--- src/rtl/rv32_pkg.sv ---
// Shared RV32 definitions for the fetch stage: word width, canonical NOP
// and the fetch FSM state encoding.
package rv32_pkg;

    localparam int unsigned XLEN = 32;

    localparam logic [XLEN-1:0] NOP_INSTR = 32'h0000_0013;
    localparam logic [XLEN-1:0] PC_STEP   = 32'd4;
    localparam logic [XLEN-1:0] WORD_MASK = 32'hFFFF_FFFC;

    typedef enum logic [1:0] {
        REQ  = 2'd0,
        WAIT = 2'd1,
        HOLD = 2'd2
    } fetch_state_e;

    function automatic logic [XLEN-1:0] word_align(input logic [XLEN-1:0] addr);
        return addr & WORD_MASK;
    endfunction

endpackage

--- src/rtl/if_fetch_stage.sv ---
// Instruction fetch: owns the PC, issues one outstanding imem request at a
// time, and buffers the returned word until decode consumes it.
module if_fetch_stage
    import rv32_pkg::*;
#(
    parameter logic [31:0] RESET_PC = 32'h0000_0000
) (
    input  logic        clk,
    input  logic        reset,
    output logic        imem_req,
    output logic [31:0] imem_addr,
    input  logic        imem_gnt,
    input  logic        imem_rvalid,
    input  logic [31:0] imem_rdata,
    input  logic        stall,
    input  logic        redirect,
    input  logic [31:0] redirect_pc,
    output logic        valid_out,
    output logic [31:0] instr_out,
    output logic [31:0] pc_out,
    output logic [31:0] pc4_out
);

    fetch_state_e    state_q, state_d;
    logic [XLEN-1:0] pc_q, pc_d;
    logic            kill_q, kill_d;
    logic            valid_q, valid_d;
    logic [XLEN-1:0] instr_q, instr_d;
    logic [XLEN-1:0] pc_out_q, pc_out_d;
    logic [XLEN-1:0] pc4_q, pc4_d;

    logic [XLEN-1:0] pc_plus4;
    logic            consume;

    assign pc_plus4 = pc_q + PC_STEP;
    assign consume  = valid_q & ~stall;

    always_comb begin
        state_d  = state_q;
        pc_d     = pc_q;
        kill_d   = kill_q;
        valid_d  = valid_q;
        instr_d  = instr_q;
        pc_out_d = pc_out_q;
        pc4_d    = pc4_q;

        if (redirect) begin
            pc_d    = word_align(redirect_pc);
            valid_d = 1'b0;
            instr_d = NOP_INSTR;
            unique case (state_q)
                REQ: begin
                    // A grant on the redirect edge accepts the stale address;
                    // its response must be dropped later.
                    if (imem_gnt) begin
                        state_d = WAIT;
                        kill_d  = 1'b1;
                    end
                end
                WAIT: begin
                    if (imem_rvalid) begin
                        state_d = REQ;
                        kill_d  = 1'b0;
                    end else begin
                        kill_d  = 1'b1;
                    end
                end
                HOLD:    state_d = REQ;
                default: state_d = REQ;
            endcase
        end else begin
            unique case (state_q)
                REQ: begin
                    if (imem_gnt) begin
                        state_d = WAIT;
                    end
                end
                WAIT: begin
                    if (imem_rvalid) begin
                        if (kill_q) begin
                            kill_d  = 1'b0;
                            state_d = REQ;
                        end else begin
                            instr_d  = imem_rdata;
                            pc_out_d = pc_q;
                            pc4_d    = pc_plus4;
                            valid_d  = 1'b1;
                            pc_d     = pc_plus4;
                            state_d  = HOLD;
                        end
                    end
                end
                HOLD: begin
                    if (consume) begin
                        valid_d = 1'b0;
                        instr_d = NOP_INSTR;
                        state_d = REQ;
                    end
                end
                default: state_d = REQ;
            endcase
        end
    end

    always_ff @(posedge clk) begin
        if (reset) begin
            state_q  <= REQ;
            pc_q     <= RESET_PC;
            kill_q   <= 1'b0;
            valid_q  <= 1'b0;
            instr_q  <= NOP_INSTR;
            pc_out_q <= '0;
            pc4_q    <= '0;
        end else begin
            state_q  <= state_d;
            pc_q     <= pc_d;
            kill_q   <= kill_d;
            valid_q  <= valid_d;
            instr_q  <= instr_d;
            pc_out_q <= pc_out_d;
            pc4_q    <= pc4_d;
        end
    end

    assign imem_req  = (state_q == REQ);
    assign imem_addr = pc_q;
    assign valid_out = valid_q;
    assign instr_out = instr_q;
    assign pc_out    = pc_out_q;
    assign pc4_out   = pc4_q;

endmodule

--- config.mk ---
export PLATFORM = sky130hd
export DESIGN_NAME = if_fetch_stage
export DESIGN_NICKNAME = d
export VERILOG_FILES = /design/src/rtl/rv32_pkg.sv /design/src/rtl/if_fetch_stage.sv
export SDC_FILE = /design/constraint.sdc
export NUM_CORES = 1
export LEC_CHECK = 0
export CAP_MARGIN = 20
export CORE_MARGIN = 2
export CORE_UTILIZATION = 45
export DETAILED_ROUTE_END_ITERATION = 8
export GPL_ROUTABILITY_DRIVEN = 0
export GPL_TIMING_DRIVEN = 0
export PLACE_DENSITY = 0.8
export RECOVER_POWER = 100
export SYNTH_ARGS = -nofsm -noshare
export SYNTH_HDL_FRONTEND = slang
export SYNTH_SLANG_ARGS = --single-unit
--- constraint.sdc ---
create_clock -name clk -period 5.5 [get_ports clk]
set_input_delay 1.1 -clock clk [delete_from_list [all_inputs] [get_ports clk]]
set_output_delay 1.1 -clock clk [all_outputs]
set_load 0.01 [all_outputs]
==> summary.md <==
| Metric | Value |
|---|---|
| WP buf/inv | 3 |
| Power, Total | between 2000 and 3000 uW |
| I/O pins | 200 |
| Most frequent cell after synthesis | dfxtp_1 |
| Startpoint Class | primary input |
| Worst Path Max Fanout | 10 |
| Async SR Flop Fraction | 0 |
| Clock latency on the worst-skew pair | roughly 430 ps |
| Number of port buffers | 190 |
| CTS buffer count | 17 |
| Critical path endpoint category | flip-flop |
| Starting DRT DRC Count | 669 |
| Share of cells above drive strength 1 | 0.0632 |
| Worst-path clk slew | 60 ps |
| Starting Density | 0.462 |
| Peak Freq | 281 MHz |
| Via count | 6190 |
| Total of max-cap violations | 0 |
| Root buffer cell | clkbuf_16 |
| Slew @ Worst Pin | 777 ps |
| Worst Setup Path Type | in2reg |
| H-Tree Depth | 4 |
| Placed Instances | a little over 1000 |
| Inserted Diodes | 0 |
| Final setup vio count | 0 |
| Peak supply drop | 0.150 mV |
| Initial antenna violation count | 0 |
| Post-synthesis register bit count | approximately 130 |
| Tmin final | 3560 ps |
| Synthesized cell area | 0.00557 mm2 |
| Wire per inst | 18.0 um |
| Tcrit/Tclk final | 0.648 |
| Critical path arrival | roughly 3900 ps |
| Chip Height | 115 um |
| Fin area | 0.00835 mm2 |
| Post-CTS Setup Inserts | 0 |
| RSZ-0062 raised after global routing | no |
| Run status | finished, final reports clean |
| CTS resizes | 0 |
| Crit path largest cell delay | 590 ps |
| Ys flop type | dfxtp_1 |
| Setup TNS | 0 ps |
| Final cell count without fillers | around 1100 |
| Slack of the worst reg-to-reg path | 2730 ps |
| Area delta synth->final | 50.0% |
| Power Density | 301 mW/mm2 |
| CP Data Required Time | 5840 ps |
| Most frequent cells after synthesis | 126 x dfxtp_1, 90 x nor2_1, 89 x nand2_1 |
| All-layer global routing usage | 0.289 |
| Post-synthesis average cell area | 8.25 um2 |
| Core area | approximately 0.012 mm2 |
| Synth warn | 0 |
| Area contributors post-synth | dfxtp_1 45%, nor2_1 6.1%, nand2_1 6.0% |
| Post-Place Worst Slack | 2010 ps |
| Largest net degree at the start of global routing | 17 |
| DP Wirelength | ~14000 um |
| DRC viols | 0 |
| Total congestion overflow | 0 |
| Cell family with most CP delay | buffers and inverters |
| Number of synthesized flops with an enable pin | 0 |
| Antenna Violating Nets Remaining | 0 |
| Crit-path slowest cell | dlygate4sd3_1 |
| Row Count | 40 |
| Die Wd | 115 um |
| Fin nets | 960 |
| LEAKAGE | roughly 0.0031 uW |
| Post-DP Area | around 0.0077 mm2 |
| Fin. Hold Viols | 0 |
| # hold bufs at CTS | 0 |
| Most frequent CP cell | clkbuf_1 |
| Hold Crit Class | reg2reg |
| Synth cell types | 43 |
| Final setup margin | a little under 2000 ps |
| CTS max path bufs | 2 |
| First-pass GRT wire length | 29800 um |
| Post-synth top area cell | dfxtp_1 |
| Die ar. | between 0.01 and 0.015 mm2 |
| CTS tree | built |
| Critical path cell sequence | dlygate4sd3_1 -> and4bb_2 -> clkbuf_1 -> nand4_1 -> clkbuf_1 -> or4_1 -> a311oi_1 |
| Synth top area share | 0.453 |
| Vias per inst | 5.79 |
| Worst clock skew | 10.5 ps |
| Relative slew slack | 0.482 |
| Final wirelength | 19300 um |
| Syn Inst Count | approximately 680 |
| # clock sinks | between 100 and 150 |
| Via count of the first global-routing pass | 5919 |
| TritonRoute pass-1 iters | 7 |
| Register area share after synthesis | 0.453 |
| Slew Limit Fails | 0 |
-- cells by family after synthesis --
kind of cell	count (synthesis)	synth area share
AND/OR/NAND/NOR	275	0.235
AO/OA/AOI/OAI	166	0.208
flip-flops	126	0.453
buffers and inverters	84	0.0661
XOR/XNOR	22	0.0346
adder cells (fa/ha/maj)	1	0.00225
other	1	0.000674
-- layer usage --
metal	GRT usage	wire length, um	share of wire	vias to the layer above
met5	0	0	0	-
met4	0.138	634	0.033	0
met3	0.101	2270	0.12	59
met2	0.466	8950	0.46	400
met1	0.345	7430	0.39	2864
li1	-	-	-	2867
-- cell type report --
| class | count | area, um2 |
|---|---|---|
| fill | 982 | 3710 |
| multi-input combinational | 470 | 2700 |
| sequential | 126 | 2520 |
| timing repair buffer | 190 | 1900 |
| clock buffer | 18 | 439 |
| buffer | 74 | 327 |
| clock inverter | 14 | 216 |
| tap | 168 | 210 |
| inverter | 10 | 37.5 |
-- stage by stage --
step | hold slack [ps] | utilization
detailed placement | 447 | 0.638
CTS | 455 | 0.693
floorplan | 481 | -
global route | 468 | 0.692
global placement | 442 | 0.638
finish | 450 | 0.692
-- report_power, final --
group	leakage [uW]	switching, uW	internal, uW	total (uW)
Clock	0.000308	436	815	1250
Sequential	0.00103	35.8	946	982
Combinational	0.00176	144	136	279
-- placed cells by master, fill, tap and decap left out, drive strengths merged, types with 20 or more instances in the layout --
master / n
a22oi: 29
a21oi: 38
nor2: 90
dlygate4sd3: 126
dfxtp: 126
o31ai: 21
clkbuf: 70
a311oi: 32
a211oi: 20
nand2: 89
or4: 22
clkdlybuf4s50: 64
buf: 22
-- registers in the layout, indices dropped and copies added, names as in the netlist --
register   count
state_q        2
instr_out     32
imem_addr     30
pc_out        30
valid_out      1
pc4_out       30
kill_q         1
-- worst min-delay path, delay by kind of cell, from the launching register on --
family / cells / cell delay [ps]
flip-flops: 1 / 300
AND/OR/NAND/NOR: 1 / 50
AO/OA/AOI/OAI: 1 / 50
-- worst paths after layout --
kind | startpoint | end | depth (start not counted)
max | imem_rvalid | imem_addr[17] | 7
min | pc_out[13] | pc_out[13] | 2
max reg2reg | state_q[0] | imem_addr[17] | 6
min reg2reg | pc_out[13] | pc_out[13] | 2
Power figures use the tool's default switching activity.
